## config.mk

```make
export PLATFORM = sky130hd
export DESIGN_NAME = pwd_out_arb
export DESIGN_NICKNAME = d
export VERILOG_FILES = /design/src/rtl/pwd_out_arb.sv
export SDC_FILE = /design/constraint.sdc
export NUM_CORES = 1
export LEC_CHECK = 0
export ABC_AREA = 1
export BUFFER_PORTS_ARGS = -buffer_cell sky130_fd_sc_hd__buf_2
export CAP_MARGIN = 20
export CORE_AREA = 10 10 250 252
export CTS_CLUSTER_DIAMETER = 30
export DETAILED_ROUTE_END_ITERATION = 10
export DIE_AREA = 0 0 260 262
export SETUP_SLACK_MARGIN = 0.3
export SYNTH_ARGS = -nofsm -noshare
export SYNTH_HDL_FRONTEND = slang
export SYNTH_SLANG_ARGS = --single-unit
```

## constraint.sdc

```tcl
create_clock -name clk -period 8.2 [get_ports clk]
set_clock_uncertainty 0.1 [all_clocks]
set_input_delay 1.23 -clock clk [delete_from_list [all_inputs] [get_ports clk]]
set_output_delay 1.23 -clock clk [all_outputs]
set_load 0.02 [all_outputs]
```

## src/rtl/pwd_out_arb.sv

```systemverilog
// pwd_out_arb: round-robin arbiter that shares one registered password output
// channel among NUM_SRC password-compute engines.
//
// Ports:
//   clk, rst_n    - clock, asynchronous active-low reset
//   src_vld       - per-engine password valid
//   src_rdy       - per-engine accept (one-hot or zero)
//   src_password  - packed engine passwords, engine i at [i*DW +: DW]
//   out_vld       - output stage holds a password
//   out_rdy       - consumer accepts
//   password_o    - registered password
//   out_src_id    - engine index that produced password_o
//   out_cnt       - completed output handshakes, wrapping
module pwd_out_arb #(
    parameter int unsigned NUM_SRC    = 4,
    parameter int unsigned OUTPUT_LEN = 16,
    parameter int unsigned CNT_W      = 16
) (
    input  logic                               clk,
    input  logic                               rst_n,
    input  logic [NUM_SRC-1:0]                 src_vld,
    output logic [NUM_SRC-1:0]                 src_rdy,
    input  logic [NUM_SRC*OUTPUT_LEN*8-1:0]    src_password,
    output logic                               out_vld,
    input  logic                               out_rdy,
    output logic [OUTPUT_LEN*8-1:0]            password_o,
    output logic [$clog2(NUM_SRC)-1:0]         out_src_id,
    output logic [CNT_W-1:0]                   out_cnt
);

    localparam int unsigned DW  = OUTPUT_LEN * 8;
    localparam int unsigned IDW = $clog2(NUM_SRC);

    logic [IDW-1:0] rr_ptr;
    logic [IDW-1:0] ptr_nxt;
    logic [IDW-1:0] grant_idx;
    logic [IDW-1:0] cand;
    logic           grant_any;
    logic           load_en;
    logic           src_xfer;
    logic           out_xfer;
    logic [DW-1:0]  sel_pw;

    // Search from rr_ptr upward (modulo NUM_SRC); first valid engine wins.
    always_comb begin
        grant_any = 1'b0;
        grant_idx = '0;
        cand      = '0;
        for (int unsigned k = 0; k < NUM_SRC; k++) begin
            cand = IDW'((32'(rr_ptr) + k) % NUM_SRC);
            if (!grant_any && src_vld[cand]) begin
                grant_any = 1'b1;
                grant_idx = cand;
            end
        end
    end

    // Password slice of the granted engine.
    always_comb begin
        sel_pw = '0;
        for (int unsigned k = 0; k < NUM_SRC; k++) begin
            if (grant_idx == IDW'(k)) begin
                sel_pw = src_password[k*DW +: DW];
            end
        end
    end

    assign load_en  = !out_vld || out_rdy;
    assign src_xfer = grant_any && load_en;
    assign out_xfer = out_vld && out_rdy;
    assign ptr_nxt  = (grant_idx == IDW'(NUM_SRC - 1)) ? '0 : grant_idx + IDW'(1);

    // Grant is masked while reset is held so no engine sees an accept.
    assign src_rdy = (src_xfer && rst_n) ? (NUM_SRC'(1) << grant_idx) : '0;

    // Output stage: a new word replaces a draining one without a bubble.
    always_ff @(posedge clk or negedge rst_n) begin
        if (!rst_n) begin
            out_vld    <= 1'b0;
            password_o <= '0;
            out_src_id <= '0;
            rr_ptr     <= '0;
        end else if (src_xfer) begin
            out_vld    <= 1'b1;
            password_o <= sel_pw;
            out_src_id <= grant_idx;
            rr_ptr     <= ptr_nxt;
        end else if (out_xfer) begin
            out_vld    <= 1'b0;
        end
    end

    // Delivered-password counter.
    always_ff @(posedge clk or negedge rst_n) begin
        if (!rst_n) begin
            out_cnt <= '0;
        end else if (out_xfer) begin
            out_cnt <= out_cnt + CNT_W'(1);
        end
    end

endmodule

```

==> reports/metrics.yaml, run 1 <==
power.share.switching_pct: 58.2
outcome: "finished, final reports clean"
synth.net_count: 2086
drtIter0Drc: 889
io-pin-count: 670
holdWs_ns: 0.369
synth_top_family_by_area: "simple AND/OR/NAND/NOR gates"
net-switching-power_mw: 5.06
place_congestion: 0.874
post_synth_inst_count: 1562
pwr-share-clk_pct: 9.7
antenna_found_initial: 4
place.port_buffers: 669
synth.most_common_cell: "nand2_1"
yosysTopAreaCellShare_pct: 38.0
grt_start_max_net_pins: 97
min-delay-path-class: "register to register"
fin_ws_ns: 3.42
critPathArrivalTime_ns: 3.45
placed_cell_area_mm2: 0.0137
hold_viol_final: 0
seq_area_frac_synth_pct: 38.0
placed_cells: 2896
p_leak_nw: 7.88
drive_gt1_share_pct: 33.5
synth-seq-cells: 149
critical_path.cell_chain: "buf_2 -> inv_1 -> nand2_1 -> nand3_1 -> nand2_1 -> nor2_4 -> nand3_1 -> nand3_1 -> nand2_1 -> inv_1 -> ha_4 -> inv_1 -> nor2_1 -> buf_2"
grt.overflow.total: 0
worst_r2r_startpoint: "rr_ptr[0]"
vias_in_the_first_global_route: 12200
tritoncts: "done"
detail_route.first_pass.iterations: 5
critical-path-top-delay-family: "simple AND/OR/NAND/NOR gates"
area_growth_pct: 46.2
clock_latency_on_the_worst_skew_pair_ns: 0.45
cp_slowest_cell: "ha_4"
yosysUniqueCellTypes: 26
cts.sinks: 149
placed_wire_length_estimate_um: 39600
synth_simple_gate_area_share_pct: 33.6
post-route-util_pct: 25.0
crit_type: "primary input to primary output"
dr_total_vias: 12200
finalCriticalPeriod_ns: 4.78
die-area_mm2: 0.0681
worstPathRequired_ns: 6.87
htreeDepth: 4
maximum_operating_frequency_ghz: 0.209
final_cell_count_no_fill: 2928
mapped_area_mm2: 0.00982
critPathCaptureType: "primary output"
cts-hold-fix-buffers: 0
die_w_um: 260
design_power_total_mw: 8.69
synth_compound_gate_area_share_pct: 19.9
netlist_top_cells_area: "dfrtp_1 38%, nand2_1 31%, o21ai_0 13%"
rsz0062_at_grt: "false"
final_cell_area_mm2: 0.0144
start_util_pct: 17.1
synthesis.area_per_instance_um2: 6.29
max-clock-path-buffers: 2
clock_tree.root_cell: "clkbuf_16"
yosys-top-cells-count: "824 x nand2_1, 260 x o21ai_0, 149 x dfrtp_1"
wl_um: 50500
critical_path.startpoint_type: "primary input"
synth.largest_area_cell: "dfrtp_1"
detail_route.wl_per_cell_um: 17.2
placement_rows: 88
remaining_drc_errors: 0
cts_inserted_buffers: 17
dpl_worst_slack_ns: 3.38
clk_pin_slew_worst_paths_ns: 0.06
tightestPinTransition_ns: 0.929
seq_power_share_pct: 15.1
ant_nets: 0
max_cap_violations: 0
setup-tns-final_ns: 0
final-max-slew-violation-count: 0
async_reset_ff_share_pct: 100
post-cts-setup-buffer-count: 0
post_cts_resize_count: 0
post_synth_edffs: 0
highest_ir_drop_seen_on_vdd_v: 0.000383
muxShareOfSynthArea_pct: 0
grt_use_total_pct: 13.9
finalSetupViolCount: 0
synthesis.yosys.warnings: 0
cpPeakStageDelay_ns: 0.72
synth-xor-area-share_pct: 1.16
relSlewSlack_pct: 38.1
power_report.internal_total_mw: 3.63
worst-path-max-fanout: 96
finish.net_count: 2674
hold_start: "password_o[76]"
timing.critical_path.buf_inv: 5
wire_length_of_the_first_global_routing_pass_um: 72300
vias_per_cell: 4.15
min_period_over_period_pct: 58.3
ys_dominant_reg_cell: "dfrtp_1"
p_comb_share_pct: 75.2
area_share_of_fa_ha_maj_cells_after_synthesis_pct: 0.637
worst_setup_path_startpoint: "src_vld[1]"
die_h_um: 262
core_area_mm2: 0.0574
power.density_mw_per_mm2: 605
[power groups by stage]
stage	Clock [mW]	Sequential, mW	Combinational, mW
2_1_floorplan	0	1.67	4.24
3_3_place_gp	0	1.32	6.58
3_5_place_dp	0	1.32	6.62
5_1_grt	0.916	1.35	7.47
6_report	0.844	1.32	6.53
4_1_cts	0.882	1.32	6.63
[state kept, by name, indices dropped and copies added (netlist names)]
register,flops
rr_ptr,2
out_src_id,2
password_o,128
out_cnt,16
out_vld,1
[final cells by class]
type / instances / area (um^2)
clock buffers: 18 / 429
flip-flops and latches: 149 / 3730
diodes: 2 / 5.00
clock inverters: 12 / 179
well taps: 765 / 957
multi-input cells: 1270 / 5490
inverters: 30 / 120
fillers: 6584 / 43000
repair buffers: 682 / 3450
[per-layer routing]
layer | GRT usage [%] | vias to the layer above | wire length, um
met4 | 6.45 | 4 | 1650
met2 | 23.2 | 501 | 24300
met1 | 15.7 | 5416 | 20000
met5 | 0 | - | 19
met3 | 5.06 | 61 | 4440
li1 | - | 6177 | -
[cell families (layout without fill, tap and decap cells)]
kind of cell / count (synthesis) / count (layout)
AO/OA/AOI/OAI: 390 / 390
AND/OR/NAND/NOR: 862 / 862
buffers and inverters: 143 / 742
XOR/XNOR: 13 / 13
flip-flops: 149 / 149
other: 0 / 2
adder cells (fa/ha/maj): 5 / 5
[worst register-to-register path: stages, from the launching register on]
cell and delay (ns):
dfrtp_1 0.57, inv_4 0.10, nand2_1 0.10, nand3_1 0.08
nand2_1 0.15, inv_1 0.07, nand3_1 0.11, nand3_1 0.20
inv_1 0.22, ha_4 0.65, buf_4 0.73, a21oi_1 0.28
nand2_1 0.10, o21ai_0 0.09, o21ai_0 0.27, nand2_1 0.10
nand2_1 0.08
[layout by cell type, fill, tap and decap left out]
| master | instances |
|---|---|
| nand2_1 | 824 |
| buf_2 | 668 |
| o21ai_0 | 260 |
| dfrtp_1 | 149 |
| a21oi_1 | 129 |
| inv_1 | 26 |
| clkbuf_16 | 17 |
| buf_4 | 13 |
| nand3_1 | 12 |
| nor2_1 | 12 |
| xnor2_1 | 8 |
| xor2_1 | 5 |
| bufinv_16 | 4 |
| inv_4 | 3 |
| nand2_2 | 3 |
| nand4_1 | 3 |
| ha_4 | 3 |
| clkinvlp_4 | 3 |
| diode_2 | 2 |
| nor2_4 | 2 |
| nor3_1 | 2 |
| ha_1 | 2 |
| clkinv_2 | 2 |
| inv_6 | 2 |
| inv_2 | 1 |
| o21ai_1 | 1 |
| nand3_4 | 1 |
| nand2_8 | 1 |
| nor3b_1 | 1 |
| and3_1 | 1 |
| clkbuf_1 | 1 |
| clkinv_4 | 1 |
| buf_6 | 1 |
[final timing paths]
check / to / slack [ns] / depth (start not counted)
hold reg to reg: password_o[76] / 0.37 / 2
setup / recovery: src_rdy[3] / 3.42 / 14
min in group asynchronous: password_o[17] / 0.58 / 1
hold / removal: password_o[76] / 0.37 / 2
setup reg to reg: password_o[21] / 4.14 / 16
max in group asynchronous: password_o[84] / 6.27 / 2
Note: power is estimated with default switching activity, not from simulation.
==> run 2, diff against run 1 <==
==> constraint.sdc (replaced) <==
create_clock -name clk -period 4.4 [get_ports clk]
set_clock_uncertainty 0.1 [all_clocks]
set_input_delay 0.66 -clock clk [delete_from_list [all_inputs] [get_ports clk]]
set_output_delay 0.66 -clock clk [all_outputs]
set_load 0.02 [all_outputs]
==> run 2 against run 1 <==
  * Combinational power is 91% higher
  * Via count is 0.51% higher
  * Non-clock buffer count is 15 higher
  * Worst hold slack worse by 0.29 ns
  * Core utilization is 0.37 points higher
  * Flip-flop and latch count stayed put
  * Clock power is 75% higher
  * Critical endpoint is now src_rdy[2]
  * Highest routed layer is now met4
==> reports/metrics.yaml, run 2 (synthesis results as in run 1) <==
detail_route.wl_per_cell_um: 17.1  # was 17.2 um
wire_length_of_the_first_global_routing_pass_um: 72300  # about the same
layout.cells.most_common: "nand2_1"  # unchanged
max_flop_register: "password_o"  # unchanged
tightestPinTransition_ns: 0.730  # was 0.929 ns
power.density_mw_per_mm2: 1130  # was 605 mW/mm^2
path_common_cell: "nand2_1"
critPathCaptureType: "primary output"  # unchanged
rr_worst_depth: 19  # was 16
placement_rows: 88  # unchanged
wl_um: 50400  # was 50500 um
finalCriticalPeriod_ns: 3.64
outcome: "finished, final reports clean"  # unchanged
worst-path-max-fanout: 39  # was 96
largest_register_ffs: 128  # unchanged
p_leak_nw: 7.98  # was 7.88 nW
hold_viol_final: 0  # unchanged
max_cap_violations: 0  # unchanged
critPathArrivalTime_ns: 2.88  # was 3.45 ns
crit_type: "register to primary output"  # was primary input to primary output
area_growth_pct: 48.3  # was 46.2%
start_util_pct: 17.1  # unchanged
cpPeakStageDelay_ns: 0.55  # was 0.72 ns
die-area_mm2: 0.0681  # unchanged
highest_ir_drop_seen_on_vdd_v: 0.00100  # was 0.000383 V
detail_route.first_pass.iterations: 5  # unchanged
largestRegisters: "password_o x128, out_cnt x16"  # unchanged
worstPathRequired_ns: 3.64  # was 6.87 ns
core_area_mm2: 0.0574  # unchanged
placed_wire_length_estimate_um: 39500  # was 39600 um
clock_tree.root_cell: "clkbuf_16"  # unchanged
setup-tns-final_ns: 0  # unchanged
finalSetupViolCount: 0  # unchanged
finish.net_count: 2689  # was 2674
min_period_over_period_pct: 82.7
drive_gt1_share_pct: 34.1  # was 33.5%
dpl_worst_slack_ns: 0.726  # was 3.38 ns
holdWs_ns: 0.0801  # was 0.369 ns
critical_path.cell_chain: "inv_4 -> nand2_1 -> nand2_1 -> nand2_2 -> nand2_2 -> nor2_4 -> nand4_1 -> nand2_1 -> inv_1 -> ha_4 -> inv_4 -> nor2_1 -> buf_2"  # was buf_2 -> inv_1 -> nand2_1 -> nand3_1 -> nand2_1 -> nor2_4 -> nand3_1 -> nand3_1 -> nand2_1 -> inv_1 -> ha_4 -> inv_1 -> nor2_1 -> buf_2
htreeDepth: 4  # unchanged
vias_per_cell: 4.15  # about the same
die_h_um: 262  # unchanged
final-max-slew-violation-count: 0  # unchanged
drtIter0Drc: 914  # was 889
post-route-util_pct: 25.4  # was 25.0%
final_cell_mix: "824 x nand2_1, 668 x buf_2, 260 x o21ai_0, 149 x dfrtp_1, 129 x a21oi_1"  # unchanged
maximum_operating_frequency_ghz: 0.275
critical_path.startpoint_type: "register"  # was primary input
clock_latency_on_the_worst_skew_pair_ns: 0.47  # was 0.45 ns
min-delay-path-class: "primary input to asynchronous set/reset pin"  # was register to register
rsz0062_at_grt: "false"  # unchanged
fin_ws_ns: 0.761  # was 3.42 ns
cp_slowest_cell: "dfrtp_1"  # was ha_4
place.port_buffers: 669  # unchanged
die_w_um: 260  # unchanged
dr_total_vias: 12200  # about the same
place_congestion: 0.885  # was 0.874
vias_in_the_first_global_route: 12200  # about the same
antenna_found_initial: 1  # was 4
max-clock-path-buffers: 2  # unchanged
cts_inserted_buffers: 17  # unchanged
cts-hold-fix-buffers: 0  # unchanged
cts.sinks: 149  # unchanged
grt_start_max_net_pins: 134  # was 97
ant_nets: 0  # unchanged
io-pin-count: 670  # unchanged
grt_use_total_pct: 13.9  # about the same
clk_pin_slew_worst_paths_ns: 0.07  # was 0.06 ns
tritoncts: "done"  # unchanged
remaining_drc_errors: 0  # unchanged
grt.overflow.total: 0  # unchanged
relSlewSlack_pct: 51.3  # was 38.1%
fill_cells: 6633  # was 6584
-- run 2: through the flow --
step                total power, mW  cells  cell area, um^2
floorplan                      11.0   1562             9820
global placement               14.9   2907            14000
detailed placement             15.0   2907            14000
CTS                            16.6   2939            14500
global route                   18.4   2943            14600
finish                         16.5   2944            14600
-- run 2: worst max-delay path, delay by kind of cell, from the launching register on --
| kind | cells | cell delay [ns] |
|---|---|---|
| DFF | 1 | 0.55 |
| adders and majority gates | 1 | 0.21 |
| buffers and inverters | 4 | 0.77 |
| and+or+nand+nor | 8 | 0.85 |
-- run 2: routing by layer --
layer	part of all wire [%]	GRT usage, %
met5	0	0
met4	3.9	7.08
met3	8.8	5.16
met2	48	22.5
met1	40	15.8
-- run 2: area by class of cell --
cell class	count	area (um^2)	area share, %
well taps	765	957	6.57
clock inverters	12	120	0.825
inverters	30	120	0.825
repair buffers	697	3700	25.4
multi-input cells	1270	5490	37.7
flip-flops and latches	149	3730	25.6
clock buffers	20	457	3.13
diodes	1	2.50	0.0172
-- run 2: repair_timing --
item | CTS | global route
endpoints found under the hold margin | 0 | 0
gates resized for setup | 0 | 0
setup buffers | 0 | 4
setup endpoints to repair | 0 | 1
-- run 2: where the power goes --
part | total (mW) | switching, mW | internal [mW]
Clock | 1.48 | 0.661 | 0.815
Sequential | 2.46 | 0.375 | 2.08
Combinational | 12.5 | 8.38 | 4.16
Total | 16.5 | 9.41 | 7.06
-- run 2: final timing paths --
kind | startpoint | to | slack (ns)
hold reg to reg | password_o[122] | password_o[122] | 0.37
setup reg to reg | rr_ptr[0] | password_o[38] | 1.10
max in group asynchronous | rst_n | password_o[106] | 3.03
setup / recovery | rr_ptr[0] | src_rdy[2] | 0.76
min in group clk | password_o[122] | password_o[122] | 0.37
hold / removal | rst_n | password_o[56] | 0.08
